### src/rtl/regfile_access_ctrl_pkg.sv
// Shared encodings for the register-file access controller: ops, register
// indices, FSM states, the queued request record and the legality rule.
package regfile_ctrl_pkg;
    localparam int DEPTH = 2;

    typedef enum logic [1:0] {
        OP_WRITE       = 2'b00,
        OP_WRITE_CARRY = 2'b01,
        OP_SWAP        = 2'b10,
        OP_READ        = 2'b11
    } op_e;

    localparam logic [2:0] REG_ZERO   = 3'd0;
    localparam logic [2:0] REG_IMM    = 3'd1;
    localparam logic [2:0] REG_T1     = 3'd2;
    localparam logic [2:0] REG_T2     = 3'd3;
    localparam logic [2:0] REG_S1     = 3'd4;
    localparam logic [2:0] REG_S2     = 3'd5;
    localparam logic [2:0] REG_S3     = 3'd6;
    localparam logic [2:0] REG_BRANCH = 3'd7;

    typedef enum logic [1:0] {
        ST_IDLE   = 2'd0,
        ST_ISSUE  = 2'd1,
        ST_SETTLE = 2'd2
    } state_e;

    typedef struct packed {
        op_e        op;
        logic [1:0] reg_a;
        logic [2:0] reg_b;
        logic [7:0] data;
    } req_t;

    // Requests that would clobber the hardwired zero register or the
    // carry/immediate register are dropped rather than issued.
    function automatic logic is_illegal(req_t r);
        case (r.op)
            OP_WRITE:       return r.reg_b == REG_ZERO;
            OP_WRITE_CARRY: return (r.reg_b == REG_ZERO) || (r.reg_b == REG_IMM);
            OP_SWAP:        return (r.reg_a == 2'd0) || (r.reg_b == REG_ZERO);
            default:        return 1'b0;
        endcase
    endfunction
endpackage

### src/rtl/regfile_access_ctrl_if.sv
// Request port, register-file control/readback and response strobes of the
// access controller, bundled with a controller (slave) and environment view.
interface regfile_access_ctrl_if;
    logic                   req_valid;
    logic                   req_ready;
    regfile_ctrl_pkg::op_e  req_op;
    logic [1:0]             req_reg_a;
    logic [2:0]             req_reg_b;
    logic [7:0]             req_data;

    logic                   write_ctrl;
    logic                   carry_out;
    logic                   swap_ctrl;
    logic [2:0]             write_reg;
    logic [7:0]             write_val;
    logic [1:0]             read_reg1;
    logic [2:0]             read_reg2;
    logic [7:0]             read_val1;
    logic [7:0]             read_val2;

    logic                   rsp_valid;
    logic [7:0]             rsp_data1;
    logic [7:0]             rsp_data2;
    logic                   err;

    modport slave (
        input  req_valid, req_op, req_reg_a, req_reg_b, req_data, read_val1, read_val2,
        output req_ready, write_ctrl, carry_out, swap_ctrl, write_reg, write_val,
               read_reg1, read_reg2, rsp_valid, rsp_data1, rsp_data2, err
    );

    modport master (
        output req_valid, req_op, req_reg_a, req_reg_b, req_data, read_val1, read_val2,
        input  req_ready, write_ctrl, carry_out, swap_ctrl, write_reg, write_val,
               read_reg1, read_reg2, rsp_valid, rsp_data1, rsp_data2, err
    );
endinterface

### src/rtl/regfile_access_ctrl_req_fifo.sv
// Two-entry request FIFO. full_n_o is a registered not-full flag, low in reset,
// so a push is never taken while full even if a pop happens on the same edge.
module req_fifo import regfile_ctrl_pkg::*; (
    input  logic clk_i,
    input  logic rst_i,
    input  logic push_i,
    input  req_t wdata_i,
    input  logic pop_i,
    output req_t rdata_o,
    output logic empty_o,
    output logic full_n_o
);
    localparam logic [1:0] FULL_CNT = 2'd2;

    req_t       mem_q [DEPTH];
    logic       wr_ptr_q, rd_ptr_q;
    logic [1:0] count_q, count_d;
    logic       full_n_q;
    logic       do_push, do_pop;

    assign do_push = push_i && full_n_q;
    assign do_pop  = pop_i && (count_q != 2'd0);

    always_comb count_d = count_q + 2'(do_push) - 2'(do_pop);

    always_ff @(posedge clk_i or posedge rst_i) begin
        if (rst_i) begin
            wr_ptr_q <= 1'b0;
            rd_ptr_q <= 1'b0;
            count_q  <= 2'd0;
            full_n_q <= 1'b0;
        end else begin
            if (do_push) wr_ptr_q <= ~wr_ptr_q;
            if (do_pop)  rd_ptr_q <= ~rd_ptr_q;
            count_q  <= count_d;
            full_n_q <= (count_d != FULL_CNT);
        end
    end

    always_ff @(posedge clk_i) begin
        if (do_push) mem_q[wr_ptr_q] <= wdata_i;
    end

    assign rdata_o  = mem_q[rd_ptr_q];
    assign empty_o  = (count_q == 2'd0);
    assign full_n_o = full_n_q;
endmodule

### src/rtl/regfile_access_ctrl.sv
// Sequences queued register-file requests onto the file's control inputs so
// each operation is held across one full cycle and lands on the file's negedge.
module regfile_access_ctrl import regfile_ctrl_pkg::*; (
    input  logic                  clk_i,
    input  logic                  rst_i,
    regfile_access_ctrl_if.slave  bus_if
);
    req_t       push_req, head;
    logic       fifo_empty, fifo_full_n, pop;
    state_e     state_q;
    logic       wr_q, carry_q, swap_q, rd_act_q, rsp_valid_q, err_q;
    logic [2:0] wreg_q, rreg2_q;
    logic [1:0] rreg1_q;
    logic [7:0] wval_q, rsp1_q, rsp2_q;

    assign push_req = '{op: bus_if.req_op, reg_a: bus_if.req_reg_a,
                        reg_b: bus_if.req_reg_b, data: bus_if.req_data};

    req_fifo u_fifo (
        .clk_i    (clk_i),
        .rst_i    (rst_i),
        .push_i   (bus_if.req_valid),
        .wdata_i  (push_req),
        .pop_i    (pop),
        .rdata_o  (head),
        .empty_o  (fifo_empty),
        .full_n_o (fifo_full_n)
    );

    // SETTLE marks the swap cycle itself; nothing is popped at its closing
    // edge, giving the swapped values an idle cycle before the next access.
    assign pop = (state_q != ST_SETTLE) && !fifo_empty;

    always_ff @(posedge clk_i or posedge rst_i) begin
        if (rst_i) begin
            state_q     <= ST_IDLE;
            wr_q        <= 1'b0;
            carry_q     <= 1'b0;
            swap_q      <= 1'b0;
            rd_act_q    <= 1'b0;
            wreg_q      <= 3'd0;
            wval_q      <= 8'd0;
            rreg1_q     <= 2'd0;
            rreg2_q     <= 3'd0;
            rsp_valid_q <= 1'b0;
            rsp1_q      <= 8'd0;
            rsp2_q      <= 8'd0;
            err_q       <= 1'b0;
        end else begin
            wr_q        <= 1'b0;
            carry_q     <= 1'b0;
            swap_q      <= 1'b0;
            rd_act_q    <= 1'b0;
            wreg_q      <= 3'd0;
            wval_q      <= 8'd0;
            rreg1_q     <= 2'd0;
            rreg2_q     <= 3'd0;
            err_q       <= 1'b0;
            rsp_valid_q <= rd_act_q;
            if (rd_act_q) begin
                rsp1_q <= bus_if.read_val1;
                rsp2_q <= bus_if.read_val2;
            end
            if (pop) begin
                state_q <= ST_ISSUE;
                if (is_illegal(head)) begin
                    err_q <= 1'b1;
                end else begin
                    case (head.op)
                        OP_WRITE, OP_WRITE_CARRY: begin
                            wr_q    <= 1'b1;
                            carry_q <= (head.op == OP_WRITE_CARRY);
                            wreg_q  <= head.reg_b;
                            wval_q  <= head.data;
                        end
                        OP_SWAP: begin
                            swap_q  <= 1'b1;
                            rreg1_q <= head.reg_a;
                            rreg2_q <= head.reg_b;
                            state_q <= ST_SETTLE;
                        end
                        default: begin
                            rd_act_q <= 1'b1;
                            rreg1_q  <= head.reg_a;
                            rreg2_q  <= head.reg_b;
                        end
                    endcase
                end
            end else begin
                state_q <= ST_IDLE;
            end
        end
    end

    assign bus_if.req_ready  = fifo_full_n;
    assign bus_if.write_ctrl = wr_q;
    assign bus_if.carry_out  = carry_q;
    assign bus_if.swap_ctrl  = swap_q;
    assign bus_if.write_reg  = wreg_q;
    assign bus_if.write_val  = wval_q;
    assign bus_if.read_reg1  = rreg1_q;
    assign bus_if.read_reg2  = rreg2_q;
    assign bus_if.rsp_valid  = rsp_valid_q;
    assign bus_if.rsp_data1  = rsp1_q;
    assign bus_if.rsp_data2  = rsp2_q;
    assign bus_if.err        = err_q;
endmodule

### src/flat_wrapper.sv
// flat-port wrapper written by rule: the top's interface ports become plain ports
module regfile_access_ctrl_flat import regfile_ctrl_pkg::*;
  (clk_i, rst_i, bus_if_req_valid, bus_if_req_op, bus_if_req_reg_a, bus_if_req_reg_b, bus_if_req_data, bus_if_read_val1, bus_if_read_val2, bus_if_req_ready, bus_if_write_ctrl, bus_if_carry_out, bus_if_swap_ctrl, bus_if_write_reg, bus_if_write_val, bus_if_read_reg1, bus_if_read_reg2, bus_if_rsp_valid, bus_if_rsp_data1, bus_if_rsp_data2, bus_if_err);
  regfile_access_ctrl_if bus_if_i ();
  input  logic clk_i;
  input  logic rst_i;
  input wire logic [$bits(bus_if_i.req_valid)-1:0] bus_if_req_valid;
  input wire logic [$bits(bus_if_i.req_op)-1:0] bus_if_req_op;
  input wire logic [$bits(bus_if_i.req_reg_a)-1:0] bus_if_req_reg_a;
  input wire logic [$bits(bus_if_i.req_reg_b)-1:0] bus_if_req_reg_b;
  input wire logic [$bits(bus_if_i.req_data)-1:0] bus_if_req_data;
  input wire logic [$bits(bus_if_i.read_val1)-1:0] bus_if_read_val1;
  input wire logic [$bits(bus_if_i.read_val2)-1:0] bus_if_read_val2;
  output wire logic [$bits(bus_if_i.req_ready)-1:0] bus_if_req_ready;
  output wire logic [$bits(bus_if_i.write_ctrl)-1:0] bus_if_write_ctrl;
  output wire logic [$bits(bus_if_i.carry_out)-1:0] bus_if_carry_out;
  output wire logic [$bits(bus_if_i.swap_ctrl)-1:0] bus_if_swap_ctrl;
  output wire logic [$bits(bus_if_i.write_reg)-1:0] bus_if_write_reg;
  output wire logic [$bits(bus_if_i.write_val)-1:0] bus_if_write_val;
  output wire logic [$bits(bus_if_i.read_reg1)-1:0] bus_if_read_reg1;
  output wire logic [$bits(bus_if_i.read_reg2)-1:0] bus_if_read_reg2;
  output wire logic [$bits(bus_if_i.rsp_valid)-1:0] bus_if_rsp_valid;
  output wire logic [$bits(bus_if_i.rsp_data1)-1:0] bus_if_rsp_data1;
  output wire logic [$bits(bus_if_i.rsp_data2)-1:0] bus_if_rsp_data2;
  output wire logic [$bits(bus_if_i.err)-1:0] bus_if_err;
  assign bus_if_i.req_valid = bus_if_req_valid;
  assign bus_if_i.req_op = bus_if_req_op;
  assign bus_if_i.req_reg_a = bus_if_req_reg_a;
  assign bus_if_i.req_reg_b = bus_if_req_reg_b;
  assign bus_if_i.req_data = bus_if_req_data;
  assign bus_if_i.read_val1 = bus_if_read_val1;
  assign bus_if_i.read_val2 = bus_if_read_val2;
  assign bus_if_req_ready = bus_if_i.req_ready;
  assign bus_if_write_ctrl = bus_if_i.write_ctrl;
  assign bus_if_carry_out = bus_if_i.carry_out;
  assign bus_if_swap_ctrl = bus_if_i.swap_ctrl;
  assign bus_if_write_reg = bus_if_i.write_reg;
  assign bus_if_write_val = bus_if_i.write_val;
  assign bus_if_read_reg1 = bus_if_i.read_reg1;
  assign bus_if_read_reg2 = bus_if_i.read_reg2;
  assign bus_if_rsp_valid = bus_if_i.rsp_valid;
  assign bus_if_rsp_data1 = bus_if_i.rsp_data1;
  assign bus_if_rsp_data2 = bus_if_i.rsp_data2;
  assign bus_if_err = bus_if_i.err;
  regfile_access_ctrl u_core (.clk_i(clk_i), .rst_i(rst_i), .bus_if(bus_if_i));
endmodule
### config.mk
export PLATFORM = sky130hd
export DESIGN_NAME = regfile_access_ctrl_flat
export DESIGN_NICKNAME = d
export VERILOG_FILES = /design/src/rtl/regfile_access_ctrl_pkg.sv /design/src/rtl/regfile_access_ctrl_if.sv /design/src/rtl/regfile_access_ctrl_req_fifo.sv /design/src/rtl/regfile_access_ctrl.sv /design/src/flat_wrapper.sv
export SDC_FILE = /design/constraint.sdc
export NUM_CORES = 1
export LEC_CHECK = 0
export BUFFER_PORTS_ARGS = -buffer_cell sky130_fd_sc_hd__buf_4
export CAP_MARGIN = 10
export CORE_ASPECT_RATIO = 0.5
export CORE_MARGIN = 5
export CORE_UTILIZATION = 45
export DETAILED_ROUTE_END_ITERATION = 7
export HOLD_SLACK_MARGIN = 0.05
export PLACE_DENSITY_LB_ADDON = 0.08
export SYNTH_ARGS = -nofsm -noshare
export SYNTH_HDL_FRONTEND = slang
export SYNTH_SLANG_ARGS = --single-unit
### constraint.sdc
create_clock -name clk_i -period 3.01 [get_ports clk_i]
set_input_delay 0.7525 -clock clk_i [delete_from_list [all_inputs] [get_ports clk_i]]
set_output_delay 0.7525 -clock clk_i [all_outputs]
set_load 0.02 [all_outputs]
# ---- After elaboration in Yosys (flattened, before gate mapping)
# Memory sizes are Yosys's and may differ from the RTL's.
# Cells that the tools add are included.
dict set report op_classes {
  add_sub_neg 2
  eq_ne 5
  muxes 33
  bitwise_logic 2
  reduce_logical 13
}
# op count
set op_table {}
lappend op_table {{two-way mux 8 bit} 3}
lappend op_table {{two-way mux 3 bit} 6}
lappend op_table {{two-way mux 1 bit} 17}
lappend op_table {{two-way mux 2 bit} 6}
lappend op_table {{zero test 2 bit} 3}
lappend op_table {{!= test 2 bit, second input constant} 2}
lappend op_table {{== test 3 x 1 -> 1 bit, second input constant} 1}
lappend op_table {{logical AND 1 bit} 3}
lappend op_table {{zero test 3 bit} 1}
lappend op_table {{case mux 1 bit (3 select lines)} 1}
lappend op_table {{OR reduction 3 bit} 1}
lappend op_table {{adder 2 x 1 -> 2 bit} 1}
lappend op_table {{== test 2 x 1 -> 1 bit, second input constant} 1}
lappend op_table {{== test 2 bit, second input constant} 1}
lappend op_table {{logical OR 1 bit} 2}
lappend op_table {{inverter 1 bit} 2}
lappend op_table {{nonzero test 2 bit} 1}
lappend op_table {{OR reduction 2 bit} 1}
lappend op_table {{subtractor 2 x 1 -> 2 bit} 1}
lappend op_table {{zero test 1 bit} 1}
dict set report totals {
  ff_bits 45
  ramBits 30
  output_inout_bits 38
  mem_count 1
}
# name depth width read_ports rd_clocked_by_memory_dff write_ports line
set memory_table {}
lappend memory_table {u_core.u_fifo.mem_q 2 15 1 0 1 regfile_access_ctrl_req_fifo.sv:15} ;# req_t mem_q [DEPTH];

# ---- Depth between registers and ports, before layout
# An unclocked memory read counts as a cell.
dict set report logic_depth {
  ltp_word 7
  mapped_depth 9
}

# ---- By module
# Synthesis repeated with hierarchy kept, for this count alone.
dict set report unflattened {
  cells_unflattened 191
  hier_area_um2 3046.7
}
# mod instances cells_each area_each_um2 seq_area_each_um2
set by_module_without_submodules {}
lappend by_module_without_submodules {regfile_access_ctrl 1 123 1674.1 975.9}
lappend by_module_without_submodules {req_fifo 1 68 1372.6 1026.0}

# ---- Worst setup path after synthesis
# OpenSTA, ideal clock, no wires.
dict set report synth_timing {
  path_kind {register to register}
  startpoint {register u_core.u_fifo.rd_ptr_q}
  endpoint {register u_core.wval_q[0] (netlist: u_core.bus_if.write_val[0])}
  arrival_time_ns 2.055
  required_time_ns 2.939
  path_slack_ns 0.883
  stages_incl_launch_ff 10
  path_cell_list {dfrtp_1 > buf_6 > buf_2 > mux2i_1 > ha_1 > or2_2 > o211ai_1 > o211ai_2 > buf_6 > nor2_1}
}
dict set report synth_between {
  elab_chain_len 7
  elab_cells_between_ends 15
  cone_classes {eq/ne: 3; mux: 5; reduce/logical: 6; memory: 1}
}
# element line
set synth_rtl {}
lappend synth_rtl {{start: declaration} regfile_access_ctrl_req_fifo.sv:16} ;# logic wr_ptr_q, rd_ptr_q;
lappend synth_rtl {{start signal: assignment} regfile_access_ctrl_req_fifo.sv:34} ;# if (do_pop) rd_ptr_q <= ~rd_ptr_q;
lappend synth_rtl {{memory (2 x 15 bit) *} n/a}
lappend synth_rtl {{== test 3 x 1 -> 1 bit (tied with other cells)} regfile_access_ctrl_pkg.sv:40} ;# OP_WRITE_CARRY: return (r.reg_b == REG_ZERO) || (r.reg_b == REG_IMM);
lappend synth_rtl {{logical OR 1 bit, on equally long branches} {regfile_access_ctrl_pkg.sv:40, regfile_access_ctrl_pkg.sv:41}}
lappend synth_rtl {{case mux 1 bit (3 select lines)} regfile_access_ctrl_pkg.sv:38} ;# case (r.op)
lappend synth_rtl {{two-way mux 1 bit} regfile_access_ctrl.sv:64} ;# if (pop) begin
lappend synth_rtl {{two-way mux 8 bit *} regfile_access_ctrl.sv:66} ;# if (is_illegal(head)) begin
lappend synth_rtl {{two-way mux 8 bit *} regfile_access_ctrl.sv:64}
lappend synth_rtl {{end signal: assignment} regfile_access_ctrl.sv:74} ;# wval_q <= head.data;
lappend synth_rtl {{end: declaration} regfile_access_ctrl.sv:14} ;# logic [7:0] wval_q, rsp1_q, rsp2_q;
# Mark *: on every way between the ends. The rest lies on a longest branch, timed or not. The select of a mux whose other input is x is not followed.
# A chain may end at the register's enable or synchronous reset.

# ---- Worst setup path in the final report
dict set report layout_timing {
  startpoint {register u_core.u_fifo.rd_ptr_q}
  endpoint {register u_core.wval_q[7] (netlist: u_core.bus_if.write_val[7])}
}
# The elaborated chain is that of the path after synthesis.

==> results.cfg <==
[pwr]
p_sw_mw = 1.49
p_int_mw = 2.99
p_leak_nw = 1.69
combPwrFrac = 0.371
power_switching_share = 0.333
peakVddDrop_uv = 602
power_density_nw_per_um2 = 1210
seqPwrFrac = 0.368
p_clk_frac = 0.261

[cells_and_area]
instances_no_fill = 330
antennaDiodeCount = 0
largest_reg_flops = 30
final_core_util = 0.617
multiInputGateArea_sq_um = 696
final_layout_size_suffix_gt1_frac = 0.435
synthToLayoutAreaGrowth_pct = 34.3
final_nets = 289
finalInstanceArea_sq_um = 3710
ff_latch_area_sq_um = 2000
regMostFlops = u_core.u_fifo.mem_q
fillers = 466

[timing]
fin_skew_ns = 0.00713
clock.fmax_ghz = 0.474
finalSetupViolCount = 0
worst_pin_slew_ns = 0.905
rsz0062_at_grt = false
finalWorstSetupSlack_ns = 0.899
drv_slew = 0
period_needed_ns = 2.11
finalHoldViolCount = 0
relSlewSlack = 0.396
setup-tns-final_ns = 0
finalCritPeriodShare = 0.701

[synth]
synth.cell_area_sq_um = 2760
synth-seq-cells = 74
ys_seq_area_frac = 0.725
synth_area_leaders = dfrtp_1 40%, edfxtp_1 33%, mux2_2 6.5%
synth_nets = 210
synth_common_cells = 44 x dfrtp_1, 30 x edfxtp_1, 16 x mux2_2, 14 x mux2i_1, 14 x nor2_1
synth_warnings = 0
synth_cell_types = 29
synth_top_area_share = 0.399
yosysMostFrequentCell = dfrtp_1
async_flop_share = 0.595
postSynthAreaPerCell_sq_um = 16.3
syn-instance-count = 169
yosysTopAreaCell = dfrtp_1
synth-edff-count = 30
synthFlopType = dfrtp_1

[routing]
drcViolationCount = 0
drt_wl_total_microns = 4970
antenna_left = 0
vias = 1561
drt-initial-drc-count = 82
viasPerCell = 4.73
post_drt_wl_per_cell_microns = 15.0
drt-pass1-iter-count = 4

[global_routing]
grt_start_max_net_pins = 45
antenna_found_initial = 0
grtUsageTotal = 0.143
grt_pass1_wl_microns = 8060
grt_pass1_vias = 1626
overflow = 0

[clock_tree]
cts_tree = done
clk_latency_ns = 0.33
post_cts_buffers = 0
cts.sink_count = 74
cts_made_buffers = 9
htree_levels = 3
cts.repair.resized = 0
cts_buffer_depth = 2
cts_hold_buf = 0
clk_pin_slew_ns = 0.06
cts-root-buf = clkbuf_16

[worst_setup_path]
end_kind = flop
path_delay_family = compound AO/OA/AOI/OAI gates
cp_data_arrival_time_ns = 2.31
cp-start-kind = flop
path_cells = mux2i_4 > inv_2 > ha_1 > nor2b_1 > o211ai_1 > o211ai_2 > nor2_1
cp_max_fo = 11
required_ns = 3.21
slowest_delay_ns = 0.48
critPathBufInv = 1
path_class = reg2reg
cpMaxStageDelayCell = o211ai_2

[run]
drv_cap = 0

[die]
dieArea_sq_um = 7890
fp.dieH_microns = 65.4
fp.coreArea_sq_um = 6010
initial_core_util = 0.460
fp-row-count = 20
die_x_microns = 121
ios = 72

[placement]
dp_slack_ns = 0.870
placed_cells = 314
place.gp.congestion = 0.762
dpl_cell_area_sq_um = 3370
hpwl_microns = 3450
io_buffers = 71

[worst_hold_path]
hp-class = reg2reg

[outcome]
status = finished, final reports clean
==> path summary, 6_finish.rpt <==
kind / start / endpoint / slack (ns) / cells after the start
worst max-delay path: u_core.u_fifo.rd_ptr_q / u_core.bus_if.write_val[7] / 0.90 / 7
worst min-delay path: u_core.u_fifo.mem_q[1][0] / u_core.bus_if.write_val[0] / 0.49 / 2
worst max register to register: u_core.u_fifo.rd_ptr_q / u_core.bus_if.write_val[7] / 0.90 / 7
worst min register to register: u_core.u_fifo.mem_q[1][0] / u_core.bus_if.write_val[0] / 0.49 / 2
max in group asynchronous: rst_i / u_core.bus_if.write_val[5] / 1.81 / 2
min in group asynchronous: rst_i / u_core.bus_if.rsp_data2[1] / 0.63 / 2
==> metal layers <==
layer	wire length, microns	track usage
met1	2320	0.179
met2	2110	0.200
met3	449	0.0817
met4	81	0.0636
met5	0	0
==> placed cells by master (no fill, tap or decap), types with 3 or more instances in the layout <==
master      n
buf_4      73
dfrtp_1    44
edfxtp_1   30
mux2_2     16
mux2i_1    14
nor2_1     14
clkbuf_16  10
ha_1        7
inv_1       5
nor3_1      4
xnor2_1     4
nand2_1     3
and3_1      3
==> final cells by class <==
| cell class | instances | area share |
|---|---|---|
| Sequential cell | 74 | 0.540 |
| Multi-Input combinational cell | 83 | 0.188 |
| Timing Repair Buffer | 73 | 0.148 |
| Clock buffer | 11 | 0.0685 |
| Tap cell | 77 | 0.0260 |
| Clock inverter | 5 | 0.0229 |
| Inverter | 7 | 0.00709 |
==> through the flow <==
step / hold slack [ns] / power [mW]
2_1_floorplan: 0.352 / 2.73
3_5_place_dp: 0.488 / 3.36
3_3_place_gp: 0.469 / 3.32
5_1_grt: 0.516 / 4.75
4_1_cts: 0.489 / 4.55
6_report: 0.489 / 4.48
==> worst min-delay path, stage by stage (launching register included) <==
cell      delay [ns]
edfxtp_1        0.32
mux2i_1         0.06
nor2_1          0.08
==> cells by family after synthesis <==
logic type | share of synthesized area
muxes | 0.124
AOI/OAI and AO/OA | 0.0240
buffers and inverters | 0.0227
adders and majority gates | 0.0317
xor gates and xnor gates | 0.0127
and+or+nand+nor | 0.0594
DFF | 0.725
==> power by group through the flow <==
| stage | Sequential (mW) | Clock, mW | Combinational, mW |
|---|---|---|---|
| final | 1.65 | 1.17 | 1.66 |
| after global routing | 1.70 | 1.25 | 1.80 |
| after CTS | 1.66 | 1.20 | 1.69 |
| after detailed placement | 1.67 | 0 | 1.69 |
| after global placement | 1.66 | 0 | 1.66 |
| after floorplan | 1.93 | 0 | 0.800 |
Note: power is estimated with default switching activity, not from simulation.
